File: src/rtl/sipo_pkg.sv
// Shared helpers for the serial-in, parallel-out converter.
package sipo_pkg;

   // Bit-counter width for a word of n bits; never below one bit.
   function automatic int unsigned cnt_width(input int unsigned n);
      return (n < 2) ? 1 : $clog2(n);
   endfunction

endpackage

File: src/rtl/sipo_bit_counter.sv
// Modulo-N bit counter; word_done_c flags the last bit of each word.
module sipo_bit_counter
   import sipo_pkg::*;
#(
   parameter int unsigned N = 8
) (
   input  logic clk,
   input  logic rst,
   output logic word_done_c
);

   localparam int unsigned CW = cnt_width(N);
   localparam logic [CW-1:0] LAST = CW'(N - 1);

   logic [CW-1:0] cnt;

   // Wrap to zero on the same edge the word register loads.
   always_ff @(posedge clk) begin
      if (rst) begin
         cnt <= '0;
      end else if (word_done_c) begin
         cnt <= '0;
      end else begin
         cnt <= cnt + CW'(1);
      end
   end

   assign word_done_c = (cnt == LAST);

endmodule

File: src/rtl/sipo.sv
// Serial-in, parallel-out converter: MSB-first shift register plus a word register.
module sipo
   import sipo_pkg::*;
#(
   parameter int unsigned N = 8
) (
   input  logic         clk,
   input  logic         rst,
   input  logic         in,
   output logic [N-1:0] out,
   output logic [N-1:0] outP
);

   logic [N-1:0] sr;
   logic [N-1:0] wr;
   logic [N-1:0] sr_next_c;
   logic         word_done_c;

   sipo_bit_counter #(.N(N)) u_cnt (
      .clk         (clk),
      .rst         (rst),
      .word_done_c (word_done_c)
   );

   assign sr_next_c = {sr[N-2:0], in};

   // The word register captures the same value the shift register takes on the final bit.
   always_ff @(posedge clk) begin
      if (rst) begin
         sr <= '0;
         wr <= '0;
      end else begin
         sr <= sr_next_c;
         if (word_done_c) begin
            wr <= sr_next_c;
         end
      end
   end

   assign out  = sr;
   assign outP = wr;

endmodule

File: config.mk
export PLATFORM = sky130hd
export DESIGN_NAME = sipo
export DESIGN_NICKNAME = d
export VERILOG_FILES = /design/src/rtl/sipo_pkg.sv /design/src/rtl/sipo_bit_counter.sv /design/src/rtl/sipo.sv
export SDC_FILE = /design/constraint.sdc
export NUM_CORES = 1
export LEC_CHECK = 0
export ABC_AREA = 1
export CELL_PAD_IN_SITES_DETAIL_PLACEMENT = 1
export CELL_PAD_IN_SITES_GLOBAL_PLACEMENT = 1
export CORE_AREA = 10 10 59 61
export DETAILED_ROUTE_END_ITERATION = 12
export DIE_AREA = 0 0 69 71
export PLACE_DENSITY = 0.75
export SLEW_MARGIN = 5
export SYNTH_ARGS = -nofsm -noshare
export SYNTH_HDL_FRONTEND = slang
export SYNTH_SLANG_ARGS = --single-unit
File: constraint.sdc
create_clock -name clk -period 1.4 [get_ports clk]
set_clock_uncertainty 0.2 [all_clocks]
set_input_delay 0.35 -clock clk [delete_from_list [all_inputs] [get_ports clk]]
set_output_delay 0.35 -clock clk [all_outputs]
set_load 0.01 [all_outputs]
After elaboration in Yosys (flattened, before gate mapping)
Cells that the tools add are included. W data, S select, Z words.

Add/sub/neg operators: 1. Equal/unequal tests: 1. Reductions and logical operators: 1.

Operators by type and width (count): $add A3 B1 Y3 const B (1); $eq A3 B3 Y1 const B (1); $reduce_or A2 Y1 (1).

Register bits after elaboration: 19. Bits of input ports: 3. Output and inout bits: 16. Word-level logic and storage cells: 6.

Longest topological paths before layout
Gate-level depths: netlist of run 1.

Depth after elaboration: 2. Gate-level depth with buffers: 6. Depth with buffers taken out: 5.

Cells and area by module
A second synthesis of run 1 with hierarchy kept.

Cell total of the unflattened synthesis: 81. Area total of the unflattened synthesis: 660.6 um2.

Modules (own cells, without submodules): sipo (times used 1, cells an instance 68, area an instance 543.0 um2, seq. area each 320.3 um2); sipo_bit_counter (times used 1, cells an instance 13, area an instance 117.6 um2, seq. area each 60.1 um2).

Worst setup path before layout of run 1
Ideal clock, no wire load.

Path type: register to register. From: register u_cnt.cnt[0]. To: register u_cnt.cnt[0]. Library setup time: 62 ps. Data arrival time: 1120 ps. Data required time: 1138 ps. Slack: 19 ps. Stages on the path, launching flop included: 6. Path buffers: 1. Clock period less this slack: 1381 ps. Path through: dfxtp_1 ha_1 ha_1 buf_6 or2_4 nor2_2.

Cells in the longest elaborated chain, start to end: 2. Elaborated cells on any way between the ends: 3. Classes of those cells: add/sub: 1; eq/ne: 1; reduce/logical: 1.

RTL lines: start, declared (line sipo_bit_counter.sv:15) `logic [CW-1:0] cnt;`; start signal, assigned (line sipo_bit_counter.sv:24) `cnt <= cnt + CW'(1);`; branches (longest 2 deep; another with $add A3 B1 Y3).

Several ways; the timed one is not identified. A chain may end at the register's enable or synchronous reset.

Final worst setup path of run 1
Ends and elaborated chain as after synthesis.

==> results.cfg, run 1 <==
[synth]
synth_seq_area_share = 0.608
avgSynthCellArea_um2 = 8.81
post_synth_instance_area_um2 = 626
synth.ff_latch_count = 19
yosys.cell_types.count = 11
synthesis.instances = 71
synth_fp_nets = 76
yosysWarnings = 0

[power]
combinationalPowerShare = 0.067
design_power_total_mw = 0.899
switching_power_mw = 0.205
p_int_mw = 0.695
power_leakage_nw = 0.414
power_per_cell_area_nw_per_um2 = 1000
power.ir.vdd_worst_v = 0.000632
power.share.sequential = 0.623
power.switching_fraction = 0.228
power.clock.fraction = 0.310

[floorplanning]
io_pins = 19
area_of_the_die_um2 = 4900
core-area_um2 = 2390
initial_core_util = 0.262
placementRows = 18
vertical_extent_of_the_die_um = 71
die_width_um = 69

[placed_design]
routabilityCongestion = 0.650
hpwlAfterDp_um = 1150
portBuffers = 18

[clocking]
cts.root.buffer_cell = sky130_fd_sc_hd__clkbuf_4
clock_path_buffers = 2
clkSlewWorstSetupHoldPaths_ns = 0.10
tritoncts = done
h-tree-depth = 1
clock_latency_on_the_worst_skew_pair_ns = 0.30
clock_sink_count = 19
cts_made_buffers = 3
post_cts_hold_buffer_count = 0

[drt]
avgRoutedWirePerCell_um = 11.4
ant_nets = 0
initial_drc_count = 2
vias = 538
remaining_drc_errors = 0
post_drt_via_cell_ratio = 4.08
detail_route.wirelength_um = 1500
detailedRoute.firstPassIterationCount = 2

[grt]
grt_first_pass_wirelength_um = 2790
total_congestion_overflow_after_global_routing = 0
number_of_antenna_violations_at_the_first_check_in_global_routing = 0
grt_pass1_vias = 652
track_usage = 0.0678
grt_start_max_net_pins = 11

[sta]
max_freq_ghz = 0.741
fin_crit_sh = 0.964
totalNegativeSetupSlack_ns = 0
hold_ws_ns = 0.215
slew-limit-headroom = 0.918
grt_setup_unrepaired = true
timing.final.hold_violations = 0
tightestPinTransition_ns = 0.124
final_max_slew_viol_count = 0
finalSetupViolations = 0
min_period_ns = 1.35

[finish]
num_antenna_cells = 0
drive_above_1_share = 0.529
area_growth_syn_to_layout_pct = 43.4
final_nets = 108
finish.utilization = 0.376

[run]
max_cap_violations = 0

[setup_path]
critPathCaptureType = register
setup.reg_to_reg.worst_slack_ns = 0.05
crit_required_ns = 1.44
worst-endpoint-arrival_ns = 1.39
path_max_fanout = 5
worstSetupPathType = reg2reg
crit_path_start_kind = register

[hold_path]
holdCritPathClass = reg2reg

[run_status]
run_status = completed
-- cell type report --
cell class / instances / area, um^2
timing repair buffer: 30 / 190
inverter: 11 / 43.8
fill: 320 / 1490
tap: 30 / 37.5
multi-input combinational: 38 / 199
clock buffer: 4 / 26.3
sequential: 19 / 400
-- synth_stat cells, drive strengths merged --
master	instances	area share
a21oi	8	0.064
dfxtp	19	0.61
nand2	16	0.096
nor2	11	0.078
ha	2	0.040
or2	1	0.014
inv	11	0.066
buf	3	0.034
-- metal layers --
| metal | global-route usage | routed length, um | up-vias |
|---|---|---|---|
| met5 | 0 | 0 | - |
| met1 | 0.0658 | 620 | 250 |
| met2 | 0.124 | 766 | 13 |
| met3 | 0.0251 | 82 | 2 |
| met4 | 0.0336 | 31 | 0 |
| li1 | - | - | 273 |
-- worst max-delay path, cell delays in order (launching register included) --
cell and delay, ns:
sky130_fd_sc_hd__dfxtp_2 0.34, sky130_fd_sc_hd__ha_1 0.22, sky130_fd_sc_hd__ha_4 0.19, sky130_fd_sc_hd__or2_4 0.27, sky130_fd_sc_hd__nor2_2 0.07
-- cell families (layout without fill, tap and decap cells) --
kind of cell    count (synthesis)  count (layout)  synth area share
simple gates                   28              28             0.188
flops                          19              19             0.608
buf+inv                        14              45             0.100
compound gates                  8               8            0.0640
fa+ha+maj                       2               2            0.0400
-- path summary, 6_finish.rpt --
check / cells after the start / startpoint / end
max: 4 / u_cnt.cnt[0]$_SDFF_PP0_ / u_cnt.cnt[0]$_SDFF_PP0_
min: 1 / u_cnt.cnt[0]$_SDFF_PP0_ / u_cnt.cnt[0]$_SDFF_PP0_
max reg2reg: 4 / u_cnt.cnt[0]$_SDFF_PP0_ / u_cnt.cnt[0]$_SDFF_PP0_
min reg2reg: 1 / u_cnt.cnt[0]$_SDFF_PP0_ / u_cnt.cnt[0]$_SDFF_PP0_
-- repair_timing --
item / 4_1_cts / 5_1_grt
setup buffers: 1 / 0
cloned: 0 / 0
setup endpoints to repair: 27 / 11
gates resized for setup: 80 / 4
-- cells in the final DEF, fill, tap and decap left out --
master	n
sky130_fd_sc_hd__dfxtp_1	3
sky130_fd_sc_hd__nor2_1	8
sky130_fd_sc_hd__clkdlybuf4s50_1	2
sky130_fd_sc_hd__nor2_2	3
sky130_fd_sc_hd__a21oi_1	7
sky130_fd_sc_hd__nand2_1	16
sky130_fd_sc_hd__a21oi_2	1
sky130_fd_sc_hd__ha_4	1
sky130_fd_sc_hd__or2_4	1
sky130_fd_sc_hd__buf_2	16
sky130_fd_sc_hd__buf_4	12
sky130_fd_sc_hd__inv_4	1
sky130_fd_sc_hd__clkbuf_1	1
sky130_fd_sc_hd__inv_1	10
sky130_fd_sc_hd__ha_1	1
sky130_fd_sc_hd__clkbuf_4	3
sky130_fd_sc_hd__dfxtp_2	16
-- state kept, by name, indices dropped and copies added (netlist names) --
signal     count
outP           8
u_cnt.cnt      3
out            8
-- metrics by stage --
step | instance area [um^2] | cells | setup slack, ns
floorplan | 626 | 71 | 0.0186
detailed placement | 905 | 127 | -0.0406
finish | 897 | 132 | 0.0502
CTS | 880 | 132 | 0.0127
global route | 897 | 132 | -0.00831
global placement | 905 | 127 | -0.0164
-- power groups by stage --
stage	sequential, mW	combinational (mW)	clock [mW]
CTS	0.559	0.0580	0.289
global route	0.562	0.0696	0.317
global placement	0.570	0.0594	0
finish	0.560	0.0600	0.279
floorplan	0.573	0.0287	0
detailed placement	0.571	0.0617	0
No activity file was read; power rests on OpenSTA's default activity.
==> inputs of run 2 (changes only) <==
--- a/config.mk
+++ b/config.mk
@@ -11,6 +11,7 @@
 export CORE_AREA = 10 10 59 61
 export DETAILED_ROUTE_END_ITERATION = 12
 export DIE_AREA = 0 0 69 71
+export GPL_TIMING_DRIVEN = 1
 export PLACE_DENSITY = 0.75
 export SLEW_MARGIN = 5
 export SYNTH_ARGS = -nofsm -noshare
==> results of run 2 <==
The final DEF is identical to that of run 1; final timing and power are the same.
==> inputs of run 3 (changes only) <==
--- a/config.mk
+++ b/config.mk
@@ -8,9 +8,10 @@
 export ABC_AREA = 1
 export CELL_PAD_IN_SITES_DETAIL_PLACEMENT = 1
 export CELL_PAD_IN_SITES_GLOBAL_PLACEMENT = 1
-export CORE_AREA = 10 10 59 61
+export CORE_AREA = 2 2 51 53
+export CTS_CLUSTER_DIAMETER = 30
 export DETAILED_ROUTE_END_ITERATION = 12
-export DIE_AREA = 0 0 69 71
+export DIE_AREA = 0 0 53 55
 export GPL_TIMING_DRIVEN = 1
 export PLACE_DENSITY = 0.75
 export SLEW_MARGIN = 5
==> run 3 against run 2 <==
  * Critical path depth grew 1
  * Fmax down 1.1%
  * Largest power group unchanged
  * Largest cell class unchanged
  * Combinational power up 11%
  * Design area grew 0.28%
  * Cell count did not move
  * Core utilization up 0.46 points
  * Sequential share of layout area decreased by 0.12 points
  * Wire length about the same
  * First-iteration DRC count grew to 4.0 times the previous value
  * Count of clock-buffer cells in the layout did not move
  * Critical endpoint is now outP[4]$_SDFFE_PP0N_
==> results.cfg, run 3 (synthesized netlist as in run 1, its figures left out) <==
[hold_path]
whs_path_depth = 1
min-delay-start = u_cnt.cnt[0]$_SDFF_PP0_
holdCritPathClass = reg2reg
hold_path_end = u_cnt.cnt[0]$_SDFF_PP0_

[power]
power_per_cell_area_nw_per_um2 = 1000
power_leakage_nw = 0.412
power.ir.vdd_worst_v = 0.000349

[drt]
remaining_drc_errors = 0
avgRoutedWirePerCell_um = 11.3
detailedRoute.firstPassIterationCount = 4
vias = 547
post_drt_via_cell_ratio = 4.14
initial_drc_count = 8
detail_route.wirelength_um = 1500
ant_nets = 0

[setup_path]
regToRegEndpoint = outP[4]$_SDFFE_PP0N_
timing.critical_path.cells = ha_2 -> ha_4 -> buf_4 -> nand2_1 -> a21oi_1
rr_worst_depth = 5
crit-reg2reg-launch = u_cnt.cnt[0]$_SDFF_PP0_
crit_start = u_cnt.cnt[0]$_SDFF_PP0_
crit_required_ns = 1.42
critPathSlowestCell = sky130_fd_sc_hd__dfxtp_2
critical_path.max_stage_delay_ns = 0.35
worstPathBufferInverterCount = 1
critPathCaptureType = register
path_max_fanout = 4
setup.reg_to_reg.worst_slack_ns = 0.04
worst-endpoint-arrival_ns = 1.39
worstSetupPathType = reg2reg
crit_path_start_kind = register
cell_family_contributing_the_most_delay_on_the_critical_path = adder cells

[floorplanning]
vertical_extent_of_the_die_um = 55
area_of_the_die_um2 = 2920
die_width_um = 53
io_pins = 19
core-area_um2 = 2360
placementRows = 18
initial_core_util = 0.265

[sta]
tightestPinTransition_ns = 0.138
slew-limit-headroom = 0.908
totalNegativeSetupSlack_ns = 0
fin_crit_sh = 0.974
min_period_ns = 1.36
max_freq_ghz = 0.733
final_max_slew_viol_count = 0
timing.final.hold_violations = 0
finalSetupViolations = 0
post-route-worst-setup-slack_ns = 0.0359

[placed_design]
portBuffers = 18
routabilityCongestion = 0.693
dpl_worst_slack_ns = -0.0118
hpwlAfterDp_um = 1030

[clocking]
clock_sink_count = 19
cts_made_buffers = 3
post_cts_hold_buffer_count = 0
tritoncts = done
clkSlewWorstSetupHoldPaths_ns = 0.10
h-tree-depth = 1
clock_path_buffers = 2
clock_latency_on_the_worst_skew_pair_ns = 0.30
cts.root.buffer_cell = sky130_fd_sc_hd__clkbuf_4

[grt]
grt_pass1_vias = 545
grt_start_max_net_pins = 11
grt_first_pass_wirelength_um = 2280
number_of_antenna_violations_at_the_first_check_in_global_routing = 0
total_congestion_overflow_after_global_routing = 0
track_usage = 0.114

[finish]
area_growth_syn_to_layout_pct = 43.8
final_nets = 108
num_antenna_cells = 0
drive_above_1_share = 0.539
num-fill-cells = 298
finish.utilization = 0.380
highest_count_cells_in_the_layout_ignoring_fill_and_taps = 16 x sky130_fd_sc_hd__nand2_1, 16 x sky130_fd_sc_hd__dfxtp_2, 16 x sky130_fd_sc_hd__buf_2

[run_status]
run_status = completed

[run]
max_cap_violations = 0
-- run 3: cell count changes in the layout (fill, tap and decap cells not counted) --
cell                   delta
sky130_fd_sc_hd__ha_1     -1
sky130_fd_sc_hd__ha_2     +1
-- run 3: power by group --
part	switching (mW)	total, mW	leakage, nW	internal [mW]
clock	0.163	0.274	0.0150	0.111
combinational	0.0333	0.0669	0.235	0.0336
sequential	0.00684	0.560	0.162	0.553
total	0.203	0.901	0.412	0.698
-- run 3: how the worst max path moves through the flow --
stage / end / slack, ns / depth (start not counted)
floorplan: u_cnt.cnt[0]$_SDFF_PP0_ / 0.02 / 5
global placement: out[5] / 0.002 / 1
detailed placement: outP[2] / -0.01 / 1
CTS: out[7] / 0.003 / 1
global route: outP[4]$_SDFFE_PP0N_ / -0.03 / 5
finish: outP[4]$_SDFFE_PP0N_ / 0.04 / 5
-- run 3: worst reg2reg max path: cells and delay by family, from the launching register on --
kind | cells | cell delay, ns
AOI/OAI and AO/OA | 1 | 0.16
adders and majority gates | 2 | 0.38
buffers and inverters | 1 | 0.14
DFF | 1 | 0.35
and+or+nand+nor | 1 | 0.06
-- run 3: through the flow --
step / std cells / area, um^2 / total power, mW / hold WS, ns
3_3_place_gp: 127 / 905 / 0.630 / 0.220
6_report: 132 / 900 / 0.901 / 0.214
4_1_cts: 132 / 886 / 0.910 / 0.245
3_5_place_dp: 127 / 905 / 0.634 / 0.227
2_1_floorplan: 71 / 626 / 0.602 / 0.209
5_1_grt: 132 / 900 / 0.943 / 0.229
-- run 3: per-layer routing --
metal	GRT usage	wire length, um	vias to the layer above
li1	-	-	271
met1	0.113	567	260
met2	0.213	825	13
met3	0.0242	74	3
met4	0.0769	30	0
met5	0	0	-
-- run 3: final cells by class --
cell class,count,area [um^2],share of cell area
tap,30,37.5,0.0417
inverter,11,43.8,0.0487
sequential,19,400,0.445
timing repair buffer,30,190,0.211
clock buffer,4,26.3,0.0292
multi-input combinational,38,201,0.224
-- run 3: what timing repair did --
action | 4_1_cts | 5_1_grt
hold endpoints to repair | 0 | 0
buffers inserted | 1 | 0
gates resized for setup | 79 | 6
pin swaps | 0 | 0
setup endpoints to repair | 24 | 11
